### src/rtl/flags_unit.sv
`default_nettype none
// ============================================================================
// Module   : flags_unit
// Purpose  : Committed CF/PF/ZF/SF/OF holder with flag ops, masked writeback,
//            in-flight flag-writer tracking and x86 condition-code evaluation.
// Revision : 1.0
// ============================================================================
module flags_unit #(
  parameter int MAX_PENDING = 3,
  parameter int PEND_W      = 2
) (
  input  logic              clk,
  input  logic              rst_n,
  input  logic              issue_valid,
  output logic              issue_ready,
  input  logic              wb_valid,
  input  logic [4:0]        wb_mask,
  input  logic [4:0]        wb_status,
  input  logic              fop_valid,
  output logic              fop_ready,
  input  logic [1:0]        fop_code,
  input  logic [4:0]        fop_load,
  input  logic              cc_valid,
  output logic              cc_ready,
  input  logic [3:0]        cc_code,
  output logic              cc_resp_valid,
  output logic              cc_taken,
  output logic [4:0]        status_out,
  output logic [PEND_W-1:0] pending,
  output logic              proto_err
);

  localparam int c_CF = 0;
  localparam int c_PF = 1;
  localparam int c_ZF = 2;
  localparam int c_SF = 3;
  localparam int c_OF = 4;

  localparam logic [1:0] c_FOP_CLC  = 2'b00;
  localparam logic [1:0] c_FOP_STC  = 2'b01;
  localparam logic [1:0] c_FOP_CMC  = 2'b10;
  localparam logic [1:0] c_FOP_LOAD = 2'b11;

  localparam logic [PEND_W-1:0] c_MAX_PEND = PEND_W'(MAX_PENDING);
  localparam logic [PEND_W-1:0] c_ONE      = PEND_W'(1);

  logic [4:0]        r_status;
  logic [PEND_W-1:0] r_pend;
  logic              r_err;
  logic              r_resp_valid;
  logic              r_taken;

  logic              w_pend_zero;
  logic              w_issue_acc;
  logic              w_fop_acc;
  logic              w_cc_acc;
  logic              w_wb_err;
  logic [PEND_W-1:0] w_pend_nxt;
  logic [4:0]        w_f1;
  logic [4:0]        w_f2;
  logic              w_cc_base;
  logic              w_cc_taken;

  // Readiness comes from the registered counter only, never from valids.
  assign w_pend_zero = (r_pend == '0);
  assign issue_ready = (r_pend < c_MAX_PEND);
  assign fop_ready   = w_pend_zero;
  assign cc_ready    = w_pend_zero;

  assign w_issue_acc = issue_valid & issue_ready;
  assign w_fop_acc   = fop_valid & w_pend_zero;
  assign w_cc_acc    = cc_valid & w_pend_zero;
  assign w_wb_err    = wb_valid & ~w_issue_acc & w_pend_zero;

  always_comb begin
    w_pend_nxt = r_pend;
    case ({w_issue_acc, wb_valid})
      2'b10:   w_pend_nxt = r_pend + c_ONE;
      2'b01:   w_pend_nxt = w_pend_zero ? r_pend : (r_pend - c_ONE);
      default: w_pend_nxt = r_pend;
    endcase
  end

  assign w_f1 = wb_valid ? ((r_status & ~wb_mask) | (wb_status & wb_mask)) : r_status;

  always_comb begin
    w_f2 = w_f1;
    if (w_fop_acc) begin
      case (fop_code)
        c_FOP_CLC:  w_f2[c_CF] = 1'b0;
        c_FOP_STC:  w_f2[c_CF] = 1'b1;
        c_FOP_CMC:  w_f2[c_CF] = ~w_f1[c_CF];
        c_FOP_LOAD: w_f2       = fop_load;
        default:    w_f2       = w_f1;
      endcase
    end
  end

  // Odd condition codes are the negation of the even code below them.
  always_comb begin
    w_cc_base = 1'b0;
    case (cc_code[3:1])
      3'd0:    w_cc_base = w_f2[c_OF];
      3'd1:    w_cc_base = w_f2[c_CF];
      3'd2:    w_cc_base = w_f2[c_ZF];
      3'd3:    w_cc_base = w_f2[c_CF] | w_f2[c_ZF];
      3'd4:    w_cc_base = w_f2[c_SF];
      3'd5:    w_cc_base = w_f2[c_PF];
      3'd6:    w_cc_base = w_f2[c_SF] ^ w_f2[c_OF];
      3'd7:    w_cc_base = w_f2[c_ZF] | (w_f2[c_SF] ^ w_f2[c_OF]);
      default: w_cc_base = 1'b0;
    endcase
  end

  assign w_cc_taken = w_cc_base ^ cc_code[0];

  always_ff @(posedge clk or negedge rst_n) begin
    if (!rst_n) begin
      r_status     <= '0;
      r_pend       <= '0;
      r_err        <= 1'b0;
      r_resp_valid <= 1'b0;
      r_taken      <= 1'b0;
    end else begin
      r_status     <= w_f2;
      r_pend       <= w_pend_nxt;
      r_err        <= r_err | w_wb_err;
      r_resp_valid <= w_cc_acc;
      r_taken      <= w_cc_acc & w_cc_taken;
    end
  end

  assign status_out    = r_status;
  assign pending       = r_pend;
  assign proto_err     = r_err;
  assign cc_resp_valid = r_resp_valid;
  assign cc_taken      = r_taken;

endmodule
`default_nettype wire
### config.mk
export PLATFORM = sky130hd
export DESIGN_NAME = flags_unit
export DESIGN_NICKNAME = d
export VERILOG_FILES = /design/src/rtl/flags_unit.sv
export SDC_FILE = /design/constraint.sdc
export NUM_CORES = 1
export LEC_CHECK = 0
export ABC_AREA = 1
export CAP_MARGIN = 25
export CORE_MARGIN = 3
export CORE_UTILIZATION = 39
export CTS_CLUSTER_DIAMETER = 200
export CTS_CLUSTER_SIZE = 28
export DETAILED_ROUTE_END_ITERATION = 8
export PLACE_DENSITY_LB_ADDON = 0.05
export SYNTH_ARGS = -nofsm -noshare
export SYNTH_HDL_FRONTEND = slang
export SYNTH_SLANG_ARGS = --single-unit
### constraint.sdc
create_clock -name clk -period 2.69 [get_ports clk]
set_input_delay 0.6725 -clock clk [delete_from_list [all_inputs] [get_ports clk]]
set_output_delay 0.6725 -clock clk [all_outputs]
set_load 0.005 [all_outputs]
# Word-level counts from Yosys, hierarchy flattened
# Cells that the tools add are included.
# word_totals
output_inout_bits	13
regBits	10
elab_cells	50
input_bits	27
# classes
add_sub_neg	2
muxes	7
bitwise_logic	17
n_eq_ne	13
order_cmp	1
reduce_logical	5
# op_table
op	n
$eq 3x3->1 const B	4
$and 5x5->5	2
$mux 5	2
$pmux 1 s8	1
$and 1x1->1	6
$eq 2x2->1 const B	3
$eq 3x2->1 const B	2
$not 5->5	1
$or 5x5->5	1
$eq 2x1->1 const B	2
$logic_not 2->1	2
$mux 4	1
$pmux 1 s4	1
$pmux 2 s2	1
$eq 3x1->1 const B	1
$logic_not 3->1	1
$or 1x1->1	3
$add 2x1->2 const B	1
$lt 2x2->1 const B	1
$mux 2	1
$ne 2x2->1 const B	1
$not 1->1	2
$reduce_and 2->1	1
$reduce_bool 2->1	1
other kinds (2)	3

# Depth between registers and ports, before layout
# Gate-level depths: netlist of the first run.
# logic_depth
depth_word	12
mapped_depth	14
depth_no_buf	13

# Worst setup path before layout of the first run
# No wires, ideal clock.
# synth_path
kind	input to register
startpoint	in fop_code[1]
endpoint	reg r_taken, in the netlist cc_taken
slack_ps	1075
required_time_ps	2571
setup_ps	119
path_buffers	0
t_arrival_ps	1496
path_stages	13
path_cell_list	nand2_1 -> inv_1 -> nand3_4 -> nand2_1 -> nand2_2 -> nand2_1 -> nand2_1 -> nor2_1 -> nand2_1 -> nand2_1 -> nand3_1 -> nand2_1 -> nor2_1
# synth_via
elab_chain_len	8
word_cells_on_any_way	13
classes_between	eq/ne: 3; mux: 4; bitwise: 5; reduce/logical: 1
# synth_lines
element	line_no	rtl
start: declaration	21	input logic [1:0] fop_code,
$eq 2x2->1 (*)	89	case (fop_code)
$mux 4 (*)	89	
$mux 5 (*)	88	if (w_fop_acc) begin
via w_f2[3]	60	logic [4:0] w_f2;
$xor 1x1->1	109, 110	
$or 1x1->1	110	3'd7: w_cc_base = w_f2[c_ZF] | (w_f2[c_SF] ^ w_f2[c_OF]);
$pmux 1 s8 (*)	102	case (cc_code[3:1])
$xor 1x1->1 (*)	115	assign w_cc_taken = w_cc_base ^ cc_code[0];
$and 1x1->1 (*)	129	r_taken <= w_cc_acc & w_cc_taken;
end signal: assignment	129	
end: declaration	51	logic r_taken;
# Mark *: on every way through the listed nets, which the timed path passes. The rest lies on a longest branch.
# A chain may end at the register's enable or synchronous reset.

# Worst setup path in the final report of the first run
# layout_path
startpoint	reg r_pend[0], in the netlist pending[0]
endpoint	out cc_ready
# layout_via
elab_chain_len	1
# layout_lines
element	line_no	rtl
start: declaration	48	logic [PEND_W-1:0] r_pend;
start signal: assignment	126	r_pend <= w_pend_nxt;
$logic_not 2->1	65	assign w_pend_zero = (r_pend == '0);
end: declaration	24	output logic cc_ready,
# Every way passes these cells.

==> results.toml, run 1 <==
[logic_synthesis]
ys_async_sr_fraction = 1.00
syn_area_um2 = 667
ys_warn_count = 0
synth_top_area_share = 0.375
ys_seq_area_frac = 0.375
synth_cells = 102
synth_cell_type_count = 14
synth_ff_type = "dfrtp_1"
synth_top_area_cell = "dfrtp_1"
synth_nets = 129
synthTopCellsByArea = "dfrtp_1 38%, nand2_1 24%, inv_1 6.8%, nor2_1 5.6%, nand3_1 5.3%"
yosys-top-cells-count = "43 x nand2_1, 12 x inv_1, 10 x dfrtp_1, 10 x nor2_1, 7 x nand3_1"
synth-edff-count = 0
synthMostInstantiatedCell = "nand2_1"
syn_avg_cell_area_um2 = 6.54
synth.ff_latch_count = 10

[sta]
timing_hold_violations_final = 0
worst_pin_slew_ps = 483
skew_ps = 0.892
fmax_mhz = 452
fin_crit_sh = 0.823
timing.setup.tns_ps = 0
drv_slew = 0
max_slew_margin = 0.677
rsz0062_at_grt = "no"
whs_ps = 503
finalSetupViolCount = 0
fin_crit_ps = 2210

[global_route]
grtUsageTotal = 0.166
grt_max_degree = 14
grt_pass1_vias = 676
grt_antenna_before_repair = 0
grt_pass1_wl_um = 2620
grt_overflow = 0

[drt]
drt-pass1-iter-count = 4
drcViolationCount = 0
viasPerCell = 4.90
detail_route.wirelength_um = 1700
first_iter_violations = 8
postRouteAntennaNets = 0
vias = 779
wl_per_cell_um = 10.7

[hold_path]
hold_path_class = "reg -> reg"
holdPathEnd = "proto_err"
hold-path-cell-count = 1
hold_start = "proto_err"

[place]
gp_congestion = 0.787
io_buffers = 39
dp_hpwl_um = 1410

[clocking]
worstSkewPairLatency_ps = 260
clock-sinks = 10
numCtsBuffers = 3
post-cts-setup-buffers = 0
htreeDepth = 1
path_clk_slew_ps = 70
ctsResizeCount = 0
cts_tree = "built"
cts_buffer_depth = 2
root_buffer = "clkbuf_4"
hold_buffers = 0

[setup_path]
r2r_setup_slack_ps = 1080
critPathLaunch = "pending[0]"
crit_type = "reg -> out"
cp_max_fo = 9
required_ps = 2020
startpoint_type = "flop"
worstPathArrival_ps = 1540
end_kind = "output port"
r2r_end = "cc_taken"
r2r-start = "pending[0]"
r2r_cells = 12

[floorplan]
start_util = 0.428
dieArea_um2 = 2240
fp.dieH_um = 47.4
die_w_um = 47.4
fp-row-count = 14
ios = 40
core_um2 = 1560

[job]
maxCapViolCount = 0

[final_layout]
seqCellArea_um2 = 250
antenna_cells = 0
area_delta_synth_final_pct = 64.7
final_net_count = 171
n_fill_cell = 135
drive_above_1_share = 0.0559
multi_input_area_um2 = 357

[power]
ir_worst_vdd_v = 0.000329
leakagePower_nw = 0.545
p_per_area_nw_per_um2 = 693

[outcome]
status = "finished clean"
routing by layer:
metal | vias to the layer above | GRT usage | part of all wire
met1 | 343 | 0.172 | 0.40
met4 | 0 | 0.0663 | 0.011
met3 | 2 | 0.0383 | 0.064
li1 | 408 | - | -
met5 | - | 0 | 0
met2 | 26 | 0.316 | 0.52
cell type report:
| cell class | instances | area share |
|---|---|---|
| timing repair buffer | 39 | 0.355 |
| inverter | 12 | 0.0410 |
| multi-input combinational | 78 | 0.325 |
| clock buffer | 4 | 0.0330 |
| tap | 16 | 0.0182 |
| sequential | 10 | 0.228 |
worst max path at each step:
stage               endpoint  slack, ps  cells past startpoint
finish              cc_ready        480                      2
global route        cc_taken        280                     12
CTS                 cc_ready        460                      2
detailed placement  cc_taken        210                     12
global placement    cc_taken        270                     12
floorplan           cc_taken       1080                     13
stage by stage:
step | cells | utilization | instance area (um^2) | setup WS (ps) | total power (W)
floorplan | 102 | - | 667 | 1080 | 0.000420
global placement | 155 | 0.681 | 1060 | 272 | 0.000621
detailed placement | 155 | 0.681 | 1060 | 207 | 0.000632
CTS | 159 | 0.705 | 1100 | 459 | 0.000771
global route | 159 | 0.705 | 1100 | 282 | 0.000823
finish | 159 | 0.705 | 1100 | 477 | 0.000761
registers in the layout, indices dropped and copies added (netlist names):
name / flops
cc_resp_valid: 1
cc_taken: 1
pending: 2
proto_err: 1
status_out: 5
logic make-up (layout without fill, tap and decap cells):
| logic type | count (synthesis) | after routing | share of synthesized area |
|---|---|---|---|
| AND/OR/NAND/NOR | 68 | 68 | 0.450 |
| buffers and inverters | 14 | 55 | 0.0900 |
| flip-flops | 10 | 10 | 0.375 |
| AO/OA/AOI/OAI | 9 | 9 | 0.0713 |
| XOR/XNOR | 1 | 1 | 0.0131 |
worst max-delay path, stage by stage, from the launching register on:
cell and delay, ps:
dfrtp_1 460, nor2_4 260, clkdlybuf4s50_1 560
cell usage in the layout, fill, tap and decap left out, drive strengths merged:
cell	count
o21ai	4
o21bai	1
clkbuf	4
nand4	4
nand3	8
inv	12
nand2	45
clkdlybuf4s50	39
xor2	1
dfrtp	10
a21oi	4
nor2	11
where the power goes:
part / total [W] / switching (W) / internal, W / leakage [nW]
Combinational: 0.000386 / 0.000172 / 0.000213 / 0.403
Sequential: 0.000239 / 0.0000403 / 0.000199 / 0.121
Clock: 0.000136 / 0.0000544 / 0.0000820 / 0.0210
Total: 0.000761 / 0.000267 / 0.000495 / 0.545
(Power assumes the default switching activity.)
==> run 2: changes to the inputs <==
CORE_UTILIZATION = 33   (was 39)
clock period = 1.98 ns   (was 2.69 ns; I/O delays follow)
==> run 2 against run 1 <==
Compared with the run above: non-clock buffer count rose by 4; routed wire length rose by 0.41%; hold slack got worse by 13 ps; largest cell class unchanged; first-iteration DRC count rose by 38%; combinational power rose by 41%; register-to-register slack got worse by 710 ps; largest power group unchanged; clock skew rose by 3.2 ps; highest routed layer unchanged.
==> results.toml, run 2 (synthesized netlist as in run 1, its figures left out) <==
[place]
io_buffers = 39
dp_cells = 168
gp_congestion = 0.766
dp_hpwl_um = 1440

[floorplan]
fp-row-count = 15
start_util = 0.366
fp.dieH_um = 51.0
ios = 40
die_w_um = 51.0
dieArea_um2 = 2600
core_um2 = 1820

[power]
seq_power_share = 0.312
ir_worst_vdd_v = 0.000665
p_per_area_nw_per_um2 = 924
combPwrFrac = 0.517
power.total_w = 0.00105
leakagePower_nw = 0.565
power_frac_clock = 0.170
sw_frac_of_total = 0.340
p_int_w = 0.000696
p_sw_w = 0.000358

[clocking]
ctsResizeCount = 0
cts_buffer_depth = 2
htreeDepth = 1
worstSkewPairLatency_ps = 260
clock-sinks = 10
cts_tree = "built"
numCtsBuffers = 3
path_clk_slew_ps = 70
root_buffer = "clkbuf_4"
post-cts-setup-buffers = 0
hold_buffers = 0

[final_layout]
antenna_cells = 0
largest_reg_flops = 5
layoutNonFillerInstCount = 172
final_net_count = 175
area_delta_synth_final_pct = 70.9
final_cell_mix = "43 x nand2_1, 39 x clkdlybuf4s50_1, 12 x inv_1"
n_fill_cell = 161
final_core_util = 0.626
final_common_cell = "nand2_1"
drive_above_1_share = 0.0816

[job]
maxCapViolCount = 0

[setup_path]
required_ps = 1480
r2r_cells = 13
r2r_end = "cc_taken"
crit_end = "fop_ready"
cp_max_fo = 6
worstPathArrival_ps = 1360
r2r-start = "pending[0]"
critPathLaunch = "pending[0]"
r2r_setup_slack_ps = 370
crit_type = "reg -> out"
end_kind = "output port"
startpoint_type = "flop"

[drt]
first_iter_violations = 11
wl_per_cell_um = 9.92
detail_route.wirelength_um = 1710
vias = 751
postRouteAntennaNets = 0
drt-pass1-iter-count = 4
drcViolationCount = 0
viasPerCell = 4.37

[global_route]
grt_pass1_wl_um = 2810
grt_max_degree = 11
grt_antenna_before_repair = 0
grtUsageTotal = 0.142
grt_pass1_vias = 659
grt_overflow = 0

[sta]
worst_pin_slew_ps = 475
fmax_mhz = 539
fin_crit_ps = 1850
fin_crit_sh = 0.936
finalSetupViolCount = 0
max_slew_margin = 0.682
skew_ps = 4.07
timing_hold_violations_final = 0
rsz0062_at_grt = "no"
drv_slew = 0

[outcome]
status = "finished clean"

[hold_path]
hold_path_class = "reg -> reg"
hold_start = "proto_err"
## run 2: area by class of cell
cell class / count / area, um^2 / share of cell area
Clock buffer: 4 / 36.3 / 0.0318
Sequential cell: 10 / 250 / 0.220
Tap cell: 25 / 31.3 / 0.0274
Timing Repair Buffer: 43 / 420 / 0.369
Multi-Input combinational cell: 78 / 357 / 0.313
Inverter: 12 / 45.0 / 0.0395
## run 2: power groups by stage
stage | logic (W) | registers, W | clock network (W)
floorplan | 0.000235 | 0.000336 | 0
global placement | 0.000545 | 0.000332 | 0
detailed placement | 0.000551 | 0.000335 | 0
CTS | 0.000553 | 0.000330 | 0.000188
global route | 0.000601 | 0.000342 | 0.000199
finish | 0.000545 | 0.000329 | 0.000180
## run 2: metal layers
metal	GRT usage	part of all wire	vias to the layer above
met5	0	0	-
met4	0.0404	0.0047	0
met3	0.0466	0.057	2
met2	0.234	0.49	22
met1	0.177	0.45	316
li1	-	-	411
## run 2: through the flow
step | setup WS [ps] | hold slack [ps] | instance area (um^2) | TNS [ps]
2_1_floorplan | 543 | 199 | 667 | 0
6_report | 126 | 490 | 1140 | 0
4_1_cts | 110 | 492 | 1140 | 0
5_1_grt | 42.8 | 502 | 1140 | 0
3_5_place_dp | -102 | 477 | 1100 | -102
3_3_place_gp | -72.5 | 463 | 1100 | -72.5
## run 2: worst min-delay path by stage
stage	cells after the start	to
after floorplan	0	cc_resp_valid
after global placement	1	proto_err
after detailed placement	1	proto_err
after CTS	1	proto_err
after global routing	1	proto_err
final	1	proto_err
## run 2: critical path, cell delays in order, from the launching register on
cell	delay, ps
dfrtp_1	460
nor2_4	130
clkdlybuf4s50_1	510
==> run 3: changes to the inputs <==
ABC_AREA = not set   (was 1)
CORE_MARGIN = not set   (was 3)
CORE_UTILIZATION = 32   (was 33)
==> run 3 against run 2 <==
Compared with the run above: the flow now finishes with violations (negative setup slack); register-to-register slack lost 830 ps; combinational power fell by 23%; sequential cell count unchanged; routed wire length increased by 1.4%; final cell count decreased by 17%; die area decreased by 17%; clock skew fell by 3.0 ps; via count is 9.5% lower; largest power group unchanged; clock-buffer cell count down 1; first-iteration DRC count is 36% lower.
==> results.toml, run 3 <==
[setup_path]
worstPathArrival_ps = 2590
r2r_setup_slack_ps = -460
slowest_stage = "or3b_4"
cp_max_fo = 4
crit_end = "cc_taken"
crit_type = "reg -> reg"
r2r_end = "cc_taken"
cp_cell_sequence = "or3b_4 > or2_4 > mux2_4 > o2bb2ai_2 > o31a_1 > or4_1 > and3_1"
r2r-start = "pending[0]"
startpoint_type = "flop"
r2r_cells = 7
required_ps = 2130
critPathLaunch = "pending[0]"
critical_path.max_stage_delay_ps = 400
end_kind = "flop"

[floorplan]
fp-row-count = 15
dieArea_um2 = 2140
die_w_um = 46.3
start_util = 0.352
fp.dieH_um = 46.3
ios = 40
core_um2 = 1780

[drt]
detail_route.wirelength_um = 1730
postRouteAntennaNets = 0
viasPerCell = 4.76
drcViolationCount = 0
drt-pass1-iter-count = 6
first_iter_violations = 7
wl_per_cell_um = 12.1
vias = 680

[logic_synthesis]
synth_top_area_cell = "dfrtp_1"
synth-edff-count = 0
synth_nets = 93
synthTopCellsByArea = "dfrtp_1 40%, mux2_2 9.0%, nand2_1 5.4%, a21oi_1 3.2%, and3_1 3.0%"
ys_seq_area_frac = 0.398
ys_warn_count = 0
synth_top_area_share = 0.398
ys_async_sr_fraction = 1.00
yosys-top-cells-count = "10 x dfrtp_1, 9 x nand2_1, 5 x mux2_2"
synth.ff_latch_count = 10
synth_cell_type_count = 31
synthMostInstantiatedCell = "dfrtp_1"
synth_cells = 66
synth_ff_type = "dfrtp_1"
syn_area_um2 = 628
syn_avg_cell_area_um2 = 9.52

[place]
gp_congestion = 0.905
place_ws_ps = -983
io_buffers = 39
dp_hpwl_um = 1380
placed_area_um2 = 1120
dp_cells = 139

[clocking]
worstSkewPairLatency_ps = 260
htreeDepth = 1
clock-sinks = 10
numCtsBuffers = 3
path_clk_slew_ps = 70
cts_buffer_depth = 2
hold_buffers = 0
root_buffer = "clkbuf_4"
cts_tree = "built"

[final_layout]
final_cell_mix = "34 x clkdlybuf4s50_1, 13 x buf_4, 10 x dfrtp_1"
fin_area_um2 = 1170
drive_above_1_share = 0.271
final_common_cell = "clkdlybuf4s50_1"
final_net_count = 147
layoutNonFillerInstCount = 143
multi_input_area_um2 = 365
antenna_cells = 0
seqCellArea_um2 = 250
n_fill_cell = 143
area_delta_synth_final_pct = 87.1
largest_reg_flops = 5

[hold_path]
hold_path_class = "reg -> reg"
hold-path-cell-count = 1
hold_start = "proto_err"

[power]
p_per_area_nw_per_um2 = 697
ir_worst_vdd_v = 0.000414
leakagePower_nw = 0.529

[global_route]
grtUsageTotal = 0.177
grt_max_degree = 11
grt_pass1_vias = 618
grt_pass1_wl_um = 2660
grt_overflow = 0
grt_antenna_before_repair = 0

[sta]
fin_crit_ps = 2440
whs_ps = 464
finalSetupViolCount = 1
rsz0062_at_grt = "yes"
drv_slew = 0
max_slew_margin = 0.686
fin_ws_ps = -458
worst_pin_slew_ps = 470
fin_crit_sh = 1.23
timing_hold_violations_final = 0
skew_ps = 1.09
timing.setup.tns_ps = -458
fmax_mhz = 410

[outcome]
status = "finished, violations left"
failed_checks = "negative setup slack"

[job]
maxCapViolCount = 0
==> run 3: cell count changes after synthesis, moves of 2 or more <==
| cell | delta |
|---|---|
| nand2_1 | -34 |
| inv_1 | -8 |
| nor2_1 | -7 |
| mux2_2 | +5 |
| nand3_1 | -5 |
| nand4_1 | -4 |
| and3_1 | +3 |
| nand2_2 | -2 |
| nor3_1 | +2 |
| o21ai_0 | -2 |
| o31a_1 | +2 |
==> run 3: worst min path at each step <==
stage / end
2_1_floorplan: cc_resp_valid
3_3_place_gp: proto_err
3_5_place_dp: proto_err
4_1_cts: proto_err
5_1_grt: proto_err
6_report: proto_err
==> run 3: report_power, final <==
| part | internal [W] | total [W] | switching (W) |
|---|---|---|---|
| Sequential | 0.000244 | 0.000260 | 0.0000161 |
| Clock | 0.0000701 | 0.000138 | 0.0000677 |
| Combinational | 0.000272 | 0.000421 | 0.000149 |
==> run 3: kinds of logic after synthesis <==
family	Yosys count	share of synthesized area
muxes	7	0.129
and+or+nand+nor	26	0.221
DFF	10	0.398
buffers and inverters	7	0.0598
AOI/OAI and AO/OA	16	0.191
==> run 3: layout make-up <==
class | instances | share of cell area
Tap cell | 25 | 0.0266
Clock buffer | 3 | 0.0192
Inverter | 4 | 0.0128
Timing Repair Buffer | 52 | 0.417
Multi-Input combinational cell | 49 | 0.311
Sequential cell | 10 | 0.213
==> run 3: metrics by stage <==
stage                      util  power, W
after global routing      0.659  0.000871
after CTS                 0.649  0.000818
final                     0.659  0.000819
after global placement    0.629  0.000657
after detailed placement  0.629  0.000664
after floorplan               -  0.000431
==> run 3: per-layer routing <==
layer,GRT usage,wire length (um),vias to the layer above
met5,0,0,-
met4,0.0529,0,0
met2,0.292,829,26
li1,-,-,351
met1,0.228,822,303
met3,0.0392,78,0
==> run 3: repair_timing <==
item / in CTS / in global routing
gates resized for setup: 6 / 6
pin swaps: 5 / 5
setup endpoints to repair: 3 / 3
hold endpoints to repair: 0 / 0
setup buffers: 1 / 0
==> run 3: critical path, delay by kind of cell (launching register included) <==
kind | cells | cell delay, ps
compound gates | 2 | 430
flops | 1 | 370
mux | 1 | 320
simple gates | 4 | 1200
==> edit 1: new RTL, settings of run 2 <==
`PEND_W`: 2 -> 4.
--- a/src/rtl/flags_unit.sv
+++ b/src/rtl/flags_unit.sv
@@ -9,3 +9,3 @@
   parameter int MAX_PENDING = 3,
-  parameter int PEND_W      = 2
+  parameter int PEND_W      = 4
 ) (
Ports: changed (resized pending); port bits go from 40 to 42. The function was not compared with the original's and may differ.
==> edit 1 against run 2 <==
  * Synthesized area up 31%
  * Total power up 40%
  * Count of clock-buffer cells in the layout unchanged
  * Sequential cell count up 2
  * Worst setup slack better by 0.017 ns
  * Design area up 30%
  * Routed wire length up 34%
  * Largest power group unchanged
  * First-iteration DRC count up 64%
==> edit 1: results (changes against run 2) <==
Run status
  – Status: completed

Setup path
  – FF-to-FF setup slack: 0.20 ns (-0.17 ns)
  – Max FO, Critical Path: 4 (-2)
  – Critical Path Source: pending[1]
  – Reg2reg start: pending[1]

Global route
  – Met1 global-route usage: 0.201 (+0.0243)
  – Grt met2 use: 0.210 (-0.0242)
  – GRT Total Usage: 0.143 (+0.000639)
  – First-pass GRT wire length: 3700 um (+32%)

Layout
  – Layout cells sized above 1: 0.249 (+0.167)
  – Nets@finish: 207 (+18%)

Logic synthesis
  – Sequential share of the synthesized area: 0.344 (-0.0314)
  – Cells after Synth: 118 (+16%)
  – Xor/xnor share of the synthesized area: 0.0201 (+0.00692)
  – Most frequent cells after synthesis: nand2_1, inv_1, dfrtp_1, nand3_1, nor2_1
  – Top post-synthesis cells by area: dfrtp_1, nand2_1, inv_1
  – Synth cell types: 28 (+14)
  – Synth Net Count: 147 (+14%)
  – Post-Synth Adder-Cell Area: 0.0372 (+0.0372)

Pwr
  – Sequential power share: 0.272 (-0.040)
  – P_leak: 0.766 nW (+36%)
  – Power Dens Cells: 997 nW/um^2 (+7.8%)
  – Worst ir drop on vdd: 0.000743 V (+12%)
  – Net Switching: 535 uW (+49%)

Place
  – Placed cell count: 195 (+16%)
  – RD Place Congestion: 0.777 (+1.4%)
  – DPL Wire Length: 1830 um (+27%)
  – I/O Buffers: 41 (+5.1%)
  – Placed cell areas: 1380 sq um (+25%)
  – Placement Setup Slack: -0.118 ns (-0.0158 ns)

CTS
  – Post-cts sizing count: 5 (+5)
  – Worst-Skew Late Latency: 0.28 ns (+0.02 ns)

Drt
  – Wire per inst: 11.1 um (+12%)
  – Via total after detailed routing: 941 (+25%)
  – Routed WL: 2290 um (+34%)
  – Met2 wire length: 1010 um (+22%)
  – DRT met1 WL: 1100 um (+43%)
  – Drt initial violations: 18 (+7)
  – Metal3 WL: 151 um (+54%)

STA
  – WHS: 0.493 ns (+0.00323 ns)
  – Max Clk Rate: 544 MHz (+0.90%)
  – Clock Skew: 0.00523 ns (+0.00116 ns)
[edit 1: changes by cell type after synthesis, sizes merged, moves of 2 or more]
cell,before,now
inv,12,19
dfrtp,10,12
nand3,8,12
or2,0,2
nand2,45,43
nand4,4,2
[edit 1: kinds of logic (layout without fill, tap and decap cells)]
logic type               Yosys count  in the layout
flip-flops                        12             12
XOR/XNOR                           2              2
AO/OA/AOI/OAI                     11             11
buffers and inverters             21             80
AND/OR/NAND/NOR                   70             70
adder cells (fa/ha/maj)            2              2
[edit 1: worst max-delay path, stage by stage, from the launching register on]
cell	delay, ns
dfrtp_2	0.44
buf_4	0.15
nor2_4	0.11
nand2_4	0.06
inv_2	0.07
dlygate4sd2_1	0.24
[edit 1: cell type report]
class	instances	area (sq um)
Inverter	19	71.3
Multi-Input combinational cell	85	489
Fill cell	253	1020
Sequential cell	12	303
Timing Repair Buffer	57	543
Clock buffer	4	36.3
Tap cell	30	37.5
==> edit 2: new RTL, config.mk and constraints of run 2 <==
Without the edit above. Put one more register stage on the output `status_out`, with the module's reset. The value now appears one clock later. The other outputs are not delayed to match.
--- a/src/rtl/flags_unit.sv
+++ b/src/rtl/flags_unit.sv
@@ -132,3 +132,9 @@
 
-  assign status_out    = r_status;
+  always_ff @(posedge clk or negedge rst_n) begin
+    if (!rst_n) begin
+      status_out <= '0;
+    end else begin
+      status_out <= r_status;
+    end
+  end
   assign pending       = r_pend;
Behaviour: not the same (a bounded check fails within 4 cycles, from zero or initial values and one cycle with rst_n low).
==> edit 2 against run 2 <==
  * Worst setup slack worse by 0.063 ns
  * Clock power shrank 6%
  * Global-route usage shrank 2.2 points
  * Die area up 20%
  * Final cell count rose by 7.0%
  * Design area is 16% higher
  * Total power up 18%
  * Highest routed layer unchanged
  * Combinational power up 9.0%
  * Routed wire length increased by 3.8%
  * First-iteration DRC count is 27% lower
  * Largest power group unchanged
  * Synthesized area grew 23%
  * Synthesized cell count up 4.9%
  * Sequential cell count up 5
==> edit 2: results (changes against run 2) <==
Global route
  – Largest net degree at the start of global routing: 16 (+5)
  – Met1 global-route usage: 0.156 (-0.0204)
  – Vias in the first global route: 726 (+10%)
  – First-pass GRT wire length: 3020 um (+7.4%)
  – Grt met2 use: 0.189 (-0.0447)
  – Global routing usage on met3: 0.0348 (-0.0118)
  – GRT Total Usage: 0.120 (-0.0223)

Logic synthesis
  – Sequential share of the synthesized area: 0.459 (+0.0835)
  – Xor/xnor share of the synthesized area: 0.0107 (-0.00243)
  – Synth Net Count: 134 (+3.9%)
  – Mux cell area share after synthesis: 0 (unchanged)
  – Top post-synthesis cells by area: dfrtp_1, nand2_1, inv_1
  – Most frequent cells after synthesis: nand2_1, dfrtp_1, inv_1, nor2_1, nand2_2
  – Post-synthesis compound-gate area fraction: 0.0657 (-0.00555)
  – Synth cell types: 18 (+4)
  – Cells after Synth: 107 (+4.9%)

Layout
  – Non-CTS buffers: 47 (+9.3%)
  – Non-clk buf share: 0.342 (-0.0269)
  – Seq_cells: 15 (+5)
  – Register Area: 378 sq um (+51%)
  – Fraction of area in multi-input gates: 0.282 (-0.0308)
  – Post-route insts no fill: 184 (+7.0%)
  – Multi-input gates: 75 (-3.8%)
  – CLK BUF: 4 (unchanged)
  – Layout cells sized above 1: 0.167 (+0.0850)
  – Clock-cell share: 0.0199 (-0.0119)
  – Nets@finish: 184 (+5.1%)
  – Inverters: 15 (+3)
  – Fillcell total: 208 (+29%)

Worst hold path
  – Worst Min Path Start: r_status[3]

Setup path
  – Worst setup path endpoint: fop_ready
  – FF-to-FF setup slack: 0.35 ns (-0.02 ns)
  – Reg2reg path depth: 13 (unchanged)
  – Worst EP arrival: 1.42 ns (+0.06 ns)

STA
  – Clock Skew: 0.00185 ns (-0.00222 ns)
  – Slew HR: 0.833 (+0.151)

Pwr
  – Worst ir drop on vdd: 0.000577 V (-13%)
  – P_leak: 0.651 nW (+15%)

Drt
  – Routed WL: 1770 um (+3.8%)
  – Drt initial violations: 8 (-3)
  – Drt first pass iters: 3 (-1)
  – Via total after detailed routing: 800 (+6.5%)

CTS
  – H-tree depth: 1 (unchanged)

Place
  – I/O Buffers: 39 (unchanged)
  – RD Place Congestion: 0.774 (+1.1%)
  – DPL Wire Length: 1470 um (+2.1%)

Run status
  – Status: completed
## edit 2: changes by cell type in the layout (fill, tap and decap cells not counted), moves of 2 or more
cell	run 2	this run
buf_4	4	8
dfrtp_1	10	13
dfrtp_2	0	2
inv_2	0	2
nand2_1	43	38
nand2_2	2	7
nor2_1	10	8
o21ai_0	4	2
## edit 2: what timing repair did
| item | 4_1_cts | 5_1_grt |
|---|---|---|
| endpoints found under the setup margin | 2 | 1 |
| pin swaps | 1 | 0 |
| setup buffers | 1 | 1 |
| gates cloned | 0 | 0 |
| gates resized for setup | 2 | 0 |
| hold buffers | 0 | 0 |
## edit 2: metrics by stage
stage	setup TNS, ns	area [sq um]	setup WS (ns)
final	0	1320	0.0627
after global routing	-0.00200	1320	-0.00200
after CTS	0	1310	0.0397
after detailed placement	-0.0897	1270	-0.0897
after global placement	-0.0536	1270	-0.0536
after floorplan	0	818	0.530
## edit 2: critical path, cell delays in order, from the launching register on
cell and delay (ns):
dfrtp_2 0.48, nor2_8 0.15, clkdlybuf4s50_1 0.52
## edit 2: worst min-delay path by stage
stage          slack (ns)            end  cells after the start
2_1_floorplan        0.20  cc_resp_valid                      0
3_3_place_gp         0.36  status_out[0]                      0
3_5_place_dp         0.36  status_out[3]                      0
4_1_cts              0.38  status_out[1]                      0
5_1_grt              0.39  status_out[3]                      0
6_report             0.38  status_out[3]                      0
## edit 2: layer usage
| metal | routed length (um) | vias to the layer above |
|---|---|---|
| li1 | - | 436 |
| met1 | 809 | 343 |
| met2 | 833 | 19 |
| met3 | 116 | 2 |
| met4 | 11 | 0 |
| met5 | 0 | - |
## edit 2: report_power, final
group,switching [mW],internal (mW),total [mW]
Combinational,0.250,0.344,0.594
Clock,0.0915,0.0779,0.169
Sequential,0.0748,0.404,0.479
Total,0.417,0.826,1.24
